### src/rtl/if_fetch_queue.sv
// Instruction-fetch stage: PC generator feeding a DEPTH-entry queue of {pc, pc_incr, inst}
// toward decode over valid/ready, with hold, redirect-flush and back-pressure.
module if_fetch_queue #(
  parameter int              WORD      = 64,
  parameter int              INST_SIZE = 32,
  parameter int              DEPTH     = 4,
  parameter logic [WORD-1:0] RESET_PC  = '0
) (
  input  logic                       clk,
  input  logic                       rst,
  input  logic [WORD-1:0]            ALU_res,
  input  logic [WORD-1:0]            ALUOut,
  input  logic [1:0]                 PCSrc,
  input  logic                       hold,
  output logic [WORD-1:0]            imem_pc,
  input  logic [INST_SIZE-1:0]       imem_inst,
  output logic                       dec_valid,
  input  logic                       dec_ready,
  output logic [WORD-1:0]            dec_pc,
  output logic [WORD-1:0]            dec_pc_incr,
  output logic [INST_SIZE-1:0]       dec_inst,
  output logic [$clog2(DEPTH):0]     q_count,
  output logic [15:0]                redirect_cnt
);

  localparam int AW = $clog2(DEPTH);
  localparam int CW = AW + 1;
  localparam logic [WORD-1:0] FOUR = WORD'(4);

  logic [WORD-1:0]      pc, pc_next, pc_plus4, target;
  logic [AW-1:0]        rd_ptr, rd_next, wr_ptr, wr_next;
  logic [CW-1:0]        cnt_next;
  logic [15:0]          rcnt_next;
  logic                 redirect, pop, push, space;

  logic [WORD-1:0]      q_pc   [DEPTH];
  logic [WORD-1:0]      q_incr [DEPTH];
  logic [INST_SIZE-1:0] q_inst [DEPTH];

  assign imem_pc     = pc;
  assign pc_plus4    = pc + FOUR;
  assign dec_valid   = (q_count != '0);
  assign dec_pc      = q_pc[rd_ptr];
  assign dec_pc_incr = q_incr[rd_ptr];
  assign dec_inst    = q_inst[rd_ptr];

  assign redirect = (PCSrc != 2'b00);
  assign pop      = dec_valid & dec_ready;
  assign space    = (q_count < CW'(DEPTH)) | pop;
  assign push     = !redirect & !hold & space;

  // Redirect targets are word aligned regardless of the low ALU bits.
  always_comb begin
    target = PCSrc[1] ? ALUOut : ALU_res;
    target[1:0] = 2'b00;
  end

  always_comb begin
    pc_next   = pc;
    rd_next   = rd_ptr;
    wr_next   = wr_ptr;
    cnt_next  = q_count;
    rcnt_next = redirect_cnt;
    if (redirect) begin
      pc_next  = target;
      rd_next  = '0;
      wr_next  = '0;
      cnt_next = '0;
      if (redirect_cnt != 16'hFFFF)
        rcnt_next = redirect_cnt + 16'd1;
    end else begin
      if (pop)
        rd_next = rd_ptr + AW'(1);
      if (push) begin
        wr_next = wr_ptr + AW'(1);
        pc_next = pc_plus4;
      end
      cnt_next = q_count + CW'(push) - CW'(pop);
    end
  end

  always_ff @(posedge clk or posedge rst) begin
    if (rst) begin
      pc           <= RESET_PC;
      rd_ptr       <= '0;
      wr_ptr       <= '0;
      q_count      <= '0;
      redirect_cnt <= '0;
    end else begin
      pc           <= pc_next;
      rd_ptr       <= rd_next;
      wr_ptr       <= wr_next;
      q_count      <= cnt_next;
      redirect_cnt <= rcnt_next;
    end
  end

  always_ff @(posedge clk or posedge rst) begin
    if (rst) begin
      for (int i = 0; i < DEPTH; i++) begin
        q_pc[i]   <= '0;
        q_incr[i] <= '0;
        q_inst[i] <= '0;
      end
    end else if (push) begin
      q_pc[wr_ptr]   <= pc;
      q_incr[wr_ptr] <= pc_plus4;
      q_inst[wr_ptr] <= imem_inst;
    end
  end

endmodule
### config.mk
export PLATFORM = sky130hd
export DESIGN_NAME = if_fetch_queue
export DESIGN_NICKNAME = d
export VERILOG_FILES = /design/src/rtl/if_fetch_queue.sv
export SDC_FILE = /design/constraint.sdc
export NUM_CORES = 2
export LEC_CHECK = 0
export ABC_AREA = 1
export ABC_CLOCK_PERIOD_IN_PS = 21700
export BUFFER_PORTS_ARGS = -buffer_cell sky130_fd_sc_hd__buf_2
export CORE_UTILIZATION = 53
export DETAILED_ROUTE_END_ITERATION = 8
export GPL_TIMING_DRIVEN = 0
export PLACE_DENSITY = 0.79
export SYNTH_ARGS = -nofsm -noshare
export SYNTH_HDL_FRONTEND = slang
export SYNTH_SLANG_ARGS = --single-unit
### constraint.sdc
create_clock -name clk -period 21.7 [get_ports clk]
set_input_delay 2.17 -clock clk [delete_from_list [all_inputs] [get_ports clk]]
set_output_delay 2.17 -clock clk [all_outputs]
set_load 0.05 [all_outputs]
## Word level (Yosys, flattened, before mapping)

Index checks and enable logic that the tools add are counted.

- Mux-type cells: 24
- Reduce and logical (&&, ||, !) cells: 8
- Bitwise logic cells: 6
- $lt $le $gt $ge: 4
- Equal/unequal tests: 1
- $add $sub $neg: 6

Operator list:

| cell | number |
|---|---|
| bitwise mux 256 bit | 2 |
| two-way mux 64 bit | 8 |
| binary-select mux 64 bit (select 2 bit) | 2 |
| bitwise mux 128 bit | 1 |
| demux 64 bit (select 2 bit) | 1 |
| two-way mux 32 bit | 3 |
| adder 64 x 3 -> 64 bit (second input constant) | 1 |
| binary-select mux 32 bit (select 2 bit) | 1 |
| demux 32 bit (select 2 bit) | 1 |
| adder 16 x 1 -> 16 bit (second input constant) | 1 |
| != test 16 bit (second input constant) | 1 |
| two-way mux 2 bit | 4 |
| greater-or-equal comparator 3 bit (second input constant) | 2 |
| inverter 2 -> 3 bit | 2 |
| nonzero test 2 bit | 3 |
| adder 2 x 1 -> 2 bit (second input constant) | 2 |
| adder 3 x 1 -> 3 bit | 1 |
| AND 1 bit | 3 |
| less-than comparator 3 x 1 -> 1 bit (second input constant) | 1 |
| less-than comparator 3 bit (second input constant) | 1 |
| two-way mux 3 bit | 1 |
| nonzero test 3 bit | 1 |
| subtractor 3 x 1 -> 3 bit | 1 |
| zero test 1 bit | 2 |
| other kinds (3) | 3 |

- Bits of input ports: 166
- Output and inout port bits: 244
- Flip-flop bits (word level): 727
- Word-level logic and storage cells: 66

## Depth between registers and ports, before layout

- Word-level depth: 7
- Depth in mapped cells: 11

## Least setup slack after synthesis

OpenSTA, ideal clock, no wires.

- Path kind: register -> output
- Start: reg rd_ptr[0]
- End: out dec_inst[27]
- Arrival: 2.047 ns
- Buffers on the path: 4
- Required time: 19.530 ns
- Stages on the path, launching flop included: 8
- Setup slack: 17.483 ns
- Cell sequence: dfrtp_1 > buf_2 > buf_2 > clkinv_1 > buf_2 > clkbuf_1 > o21ai_0 > o22ai_1

- Word-level cells in the longest chain between the ends: 4

RTL lines:

| element | RTL line | text |
|---|---|---|
| start: declaration | 31 | `logic [AW-1:0] rd_ptr, rd_next, wr_ptr, wr_next;` |
| start signal: assignment | 91 | `rd_ptr <= rd_next;` |
| inverter 2 -> 3 bit (not written as such) | 45 | `assign dec_inst = q_inst[rd_ptr];` |
| binary-select mux 32 bit (select 2 bit) | 45 |  |
| two-way mux 32 bit (not written as such) (2 in a row) | 45 |  |
| end: declaration | 21 | `output logic [INST_SIZE-1:0] dec_inst,` |

No other way between the ends. The select of a mux whose other input is x is not followed.

## Worst setup path after layout

- Start: reg rd_ptr[0]
- End: out dec_pc[35]

- Word-level cells in the longest chain between the ends: 4

RTL lines:

| element | RTL line | text |
|---|---|---|
| inverter 2 -> 3 bit (not written as such) | 43 | `assign dec_pc = q_pc[rd_ptr];` |
| binary-select mux 64 bit (select 2 bit) | 43 |  |
| two-way mux 64 bit (not written as such) (2 in a row) | 43 |  |
| end: declaration | 19 | `output logic [WORD-1:0] dec_pc,` |

No other way between the ends. The select of a mux whose other input is x is not followed.

==> results.md <==
* Antenna violation net count after detailed routing at 0
* Run status: finished with violations
* Number of flops mapped to enable cells by yosys at 0
* Routed wirelength normalized by instance count at 23.6 microns
* Clock transition time at the flip-flop clock pins of the worst setup and hold paths at 0.07 ns
* Leakage Power at 18.8 nW
* Violated checks: DRC
* Number of resized instances in the post-cts repair step at 0
* Maximum vdd drop at 0.0769 mV
* Synthesis-to-finish area growth at 18.1%
* FP Rows at 90
* Transition time at the pin with the least slew margin at 1.43 ns
* Final cell count without fillers at 5287
* Kind of launch point of the worst setup path: register
* Buffers from clock root to sink, at most at 3
* Post-CTS setup buffers at 0
* Total of buffers placed on input and output ports at 398
* TritonCTS sink count at 709
* Element type at the critical path end: primary output
* Max-slew violation count at 0
* Initial standard-cell utilization of the core at 54.0%
* Cell at the root of the clock tree: clkbuf_16
* Number of distinct library cell variants in the gate-level netlist after synthesis at 47
* Final worst-path setup slack at 15.33 ns
* Routed wire length at 125 mm
* Critical register-to-register path endpoint: rd_ptr[0]
* H-tree depth reported by CTS at 3
* Die H at 251 microns
* Number of buffer and inverter instances along the worst setup path at 5
* Ys flop type: dfrtp_1
* Largest net degree at the start of global routing at 43
* Fin crit share at 29.3%
* Final routed DRC violation total at 7
* Synthesized instance count at 3949
* Routability-driven placement congestion ratio at 1.02
* Residual overflow from global routing at 0
* Number of global-route vias before repair at 31100
* Final nets at 4623
* Number of top-level pins at 410
* Final min period at 6.37 ns
* Cell type contributing the most total cell area after synthesis: dfrtp_1
* Arrival time at the worst endpoint at 4.20 ns
* Pre-CTS setup slack at 16.23 ns
* Worst-case register-to-register setup slack at 18.67 ns
* Global-route usage over all layers at 39.6%
* Max Cap Violations at 0
* Classification of the worst-slack hold path: reg2reg
* Reg-to-reg startpoint: rd_ptr[0]
* Class of the most critical setup path: reg2out
* Register area share after synthesis at 54.1%
* Async S/R FF share, synth at 100%
* Die area at 62900 sq um
* PD cells at 102 nW/um^2
* Number of endpoints failing setup at the final stage at 0
* Highest cell delay on the worst timing path at 1.10 ns
* Synthesized flop and latch total at 709
* First-pass DRT Iterations at 9
* Clock tree from TritonCTS: built
* Diode count at 0
* Cell with the most instances after synthesis: nand2_1
* Skew final at 0.0238 ns
* Worst slew margin relative to its limit at 4.36%
* Most frequent cells after synthesis: nand2_1 (902), o21ai_0 (721), dfrtp_1 (709)
* Worst setup startpoint: rd_ptr[0]
* Detailed-placement wirelength estimate at 90.3 mm
* Placed cell count at 5154
* Initial antenna violation count at 0
* Mapped Avg Cell Area at 8.31 sq um
* Yosys warning total at 0
* Overall die width at 251 microns
* Worst setup path endpoint: dec_pc[35]
* Cell with the most instances on the worst path: buf_2
* Setup repair after global routing missed its margin: no
* Maximum operating frequency at 0.157 GHz
* Cells taking the most area after synthesis: dfrtp_1 (54%), o21ai_0 (11%), nand2_1 (10%)
* Final count of hold timing violations at 0
* Latest clock arrival within the worst-skew pair at 0.63 ns
* Cell breakdown of the critical path: buf_2 > buf_2 > clkbuf_1 > clkbuf_1 > nor2_1 > o22ai_1 > buf_2
* Total core area at 60700 sq um
* Worst Reg-to-Reg Cells at 6
* Routed vias at 32200
* Fraction of final layout cells sized beyond drive strength 1 at 15.7%
* Routed vias/inst at 6.10
* Wire length of the first global-routing pass at 188 mm
* Top Family by Delay on Critical Path: buffers and inverters
* Slowest cell on the critical path: clkbuf_1
* Netlist Area Pre-Place at 32800 sq um
* Post-synth top area share at 54.1%
* First DRT Iteration DRCs at 4420
* Final setup TNS at 0 ns
* Crit. path cell count at 7
* CP Data Required Time at 19.53 ns
* Total of hold buffers inserted after clock tree synthesis at 0
* Number of buffers created by CTS at 74
* Worst hold start: q_inst[35]
* Crit path max fanout at 10
[logic make-up after synthesis]
family | after synthesis | synth area share, %
adders and majority gates | 9 | 0.366
and+or+nand+nor | 1512 | 18.4
DFF | 709 | 54.1
AOI/OAI and AO/OA | 1226 | 20.4
xor gates and xnor gates | 41 | 1.09
buffers and inverters | 451 | 5.70
other | 1 | 0.0114
[layout make-up]
| type | count | area [sq um] |
|---|---|---|
| Sequential cell | 709 | 17700 |
| Timing Repair Buffer | 418 | 2400 |
| Clock inverter | 21 | 251 |
| Buffer | 273 | 1190 |
| Multi-Input combinational cell | 2794 | 13200 |
| Inverter | 178 | 684 |
| Fill cell | 5253 | 22000 |
| Tap cell | 782 | 978 |
| Clock buffer | 112 | 2270 |
[per-stage QoR]
step | area (sq um) | power [mW] | hold WS, ns | util, %
after floorplan | 32800 | 2.31 | 0.444 | -
after global placement | 35800 | 2.58 | 0.459 | 59.0
after detailed placement | 36200 | 2.61 | 0.462 | 59.6
after CTS | 38700 | 3.92 | 0.481 | 63.8
after global routing | 38700 | 4.07 | 0.497 | 63.8
final | 38700 | 3.94 | 0.480 | 63.8
[layer usage]
| layer | wire [microns] | part of all wire [%] | up-vias | track usage [%] |
|---|---|---|---|---|
| li1 | - | - | 14200 | - |
| met3 | 14700 | 12 | 376 | 10.3 |
| met4 | 7070 | 5.7 | 0 | 20.5 |
| met2 | 56000 | 45 | 2053 | 60.6 |
| met1 | 46900 | 38 | 15600 | 52.2 |
| met5 | 0 | 0 | - | 0 |
[worst min-delay path by stage]
stage | to | slack, ns | cells past startpoint
final | q_inst[35] | 0.48 | 2
after global routing | q_incr[122] | 0.50 | 2
after CTS | q_incr[122] | 0.48 | 2
after detailed placement | q_incr[132] | 0.46 | 2
after global placement | q_incr[132] | 0.46 | 2
after floorplan | q_incr[115] | 0.44 | 2
[registers in the layout, indices dropped and copies added, names as in the netlist]
register / count
q_count: 3
q_inst: 128
q_pc: 248
q_incr: 248
wr_ptr: 2
redirect_cnt: 16
imem_pc: 62
rd_ptr: 2
[layout by cell type (no fill, tap or decap), types with 9 or more instances in the layout]
master     synthesis  final
nand4_1           13     13
inv_1            155    154
a31oi_1           37     37
nand2_2           23     23
o22ai_1          156    156
clkbuf_1         187    201
clkbuf_16          0     77
buf_12             0     19
a21oi_1           35     35
nand3_1           32     32
o21ai_0          721    721
a221oi_1          34     34
inv_2             17     17
clkinv_2           0      9
buf_4             11     11
buf_2             68    466
nor2_1           505    505
o21ai_1          185    185
a22oi_1           28     28
o21ai_2           13     13
clkbuf_8           0     21
nor2_4             9      9
nand2_1          902    902
dfrtp_1          709    709
xor2_1            36     36
[where the power goes]
part	switching (mW)	internal, mW
Sequential	0.138	1.52
Combinational	0.719	0.239
Clock	0.544	0.782
[worst reg2reg max path, delay by kind of cell, from the launching register on]
family                 cells  cell delay (ns)
DFF                        1             0.33
and+or+nand+nor            2             0.36
buffers and inverters      4             2.23
(Power assumes the default switching activity.)
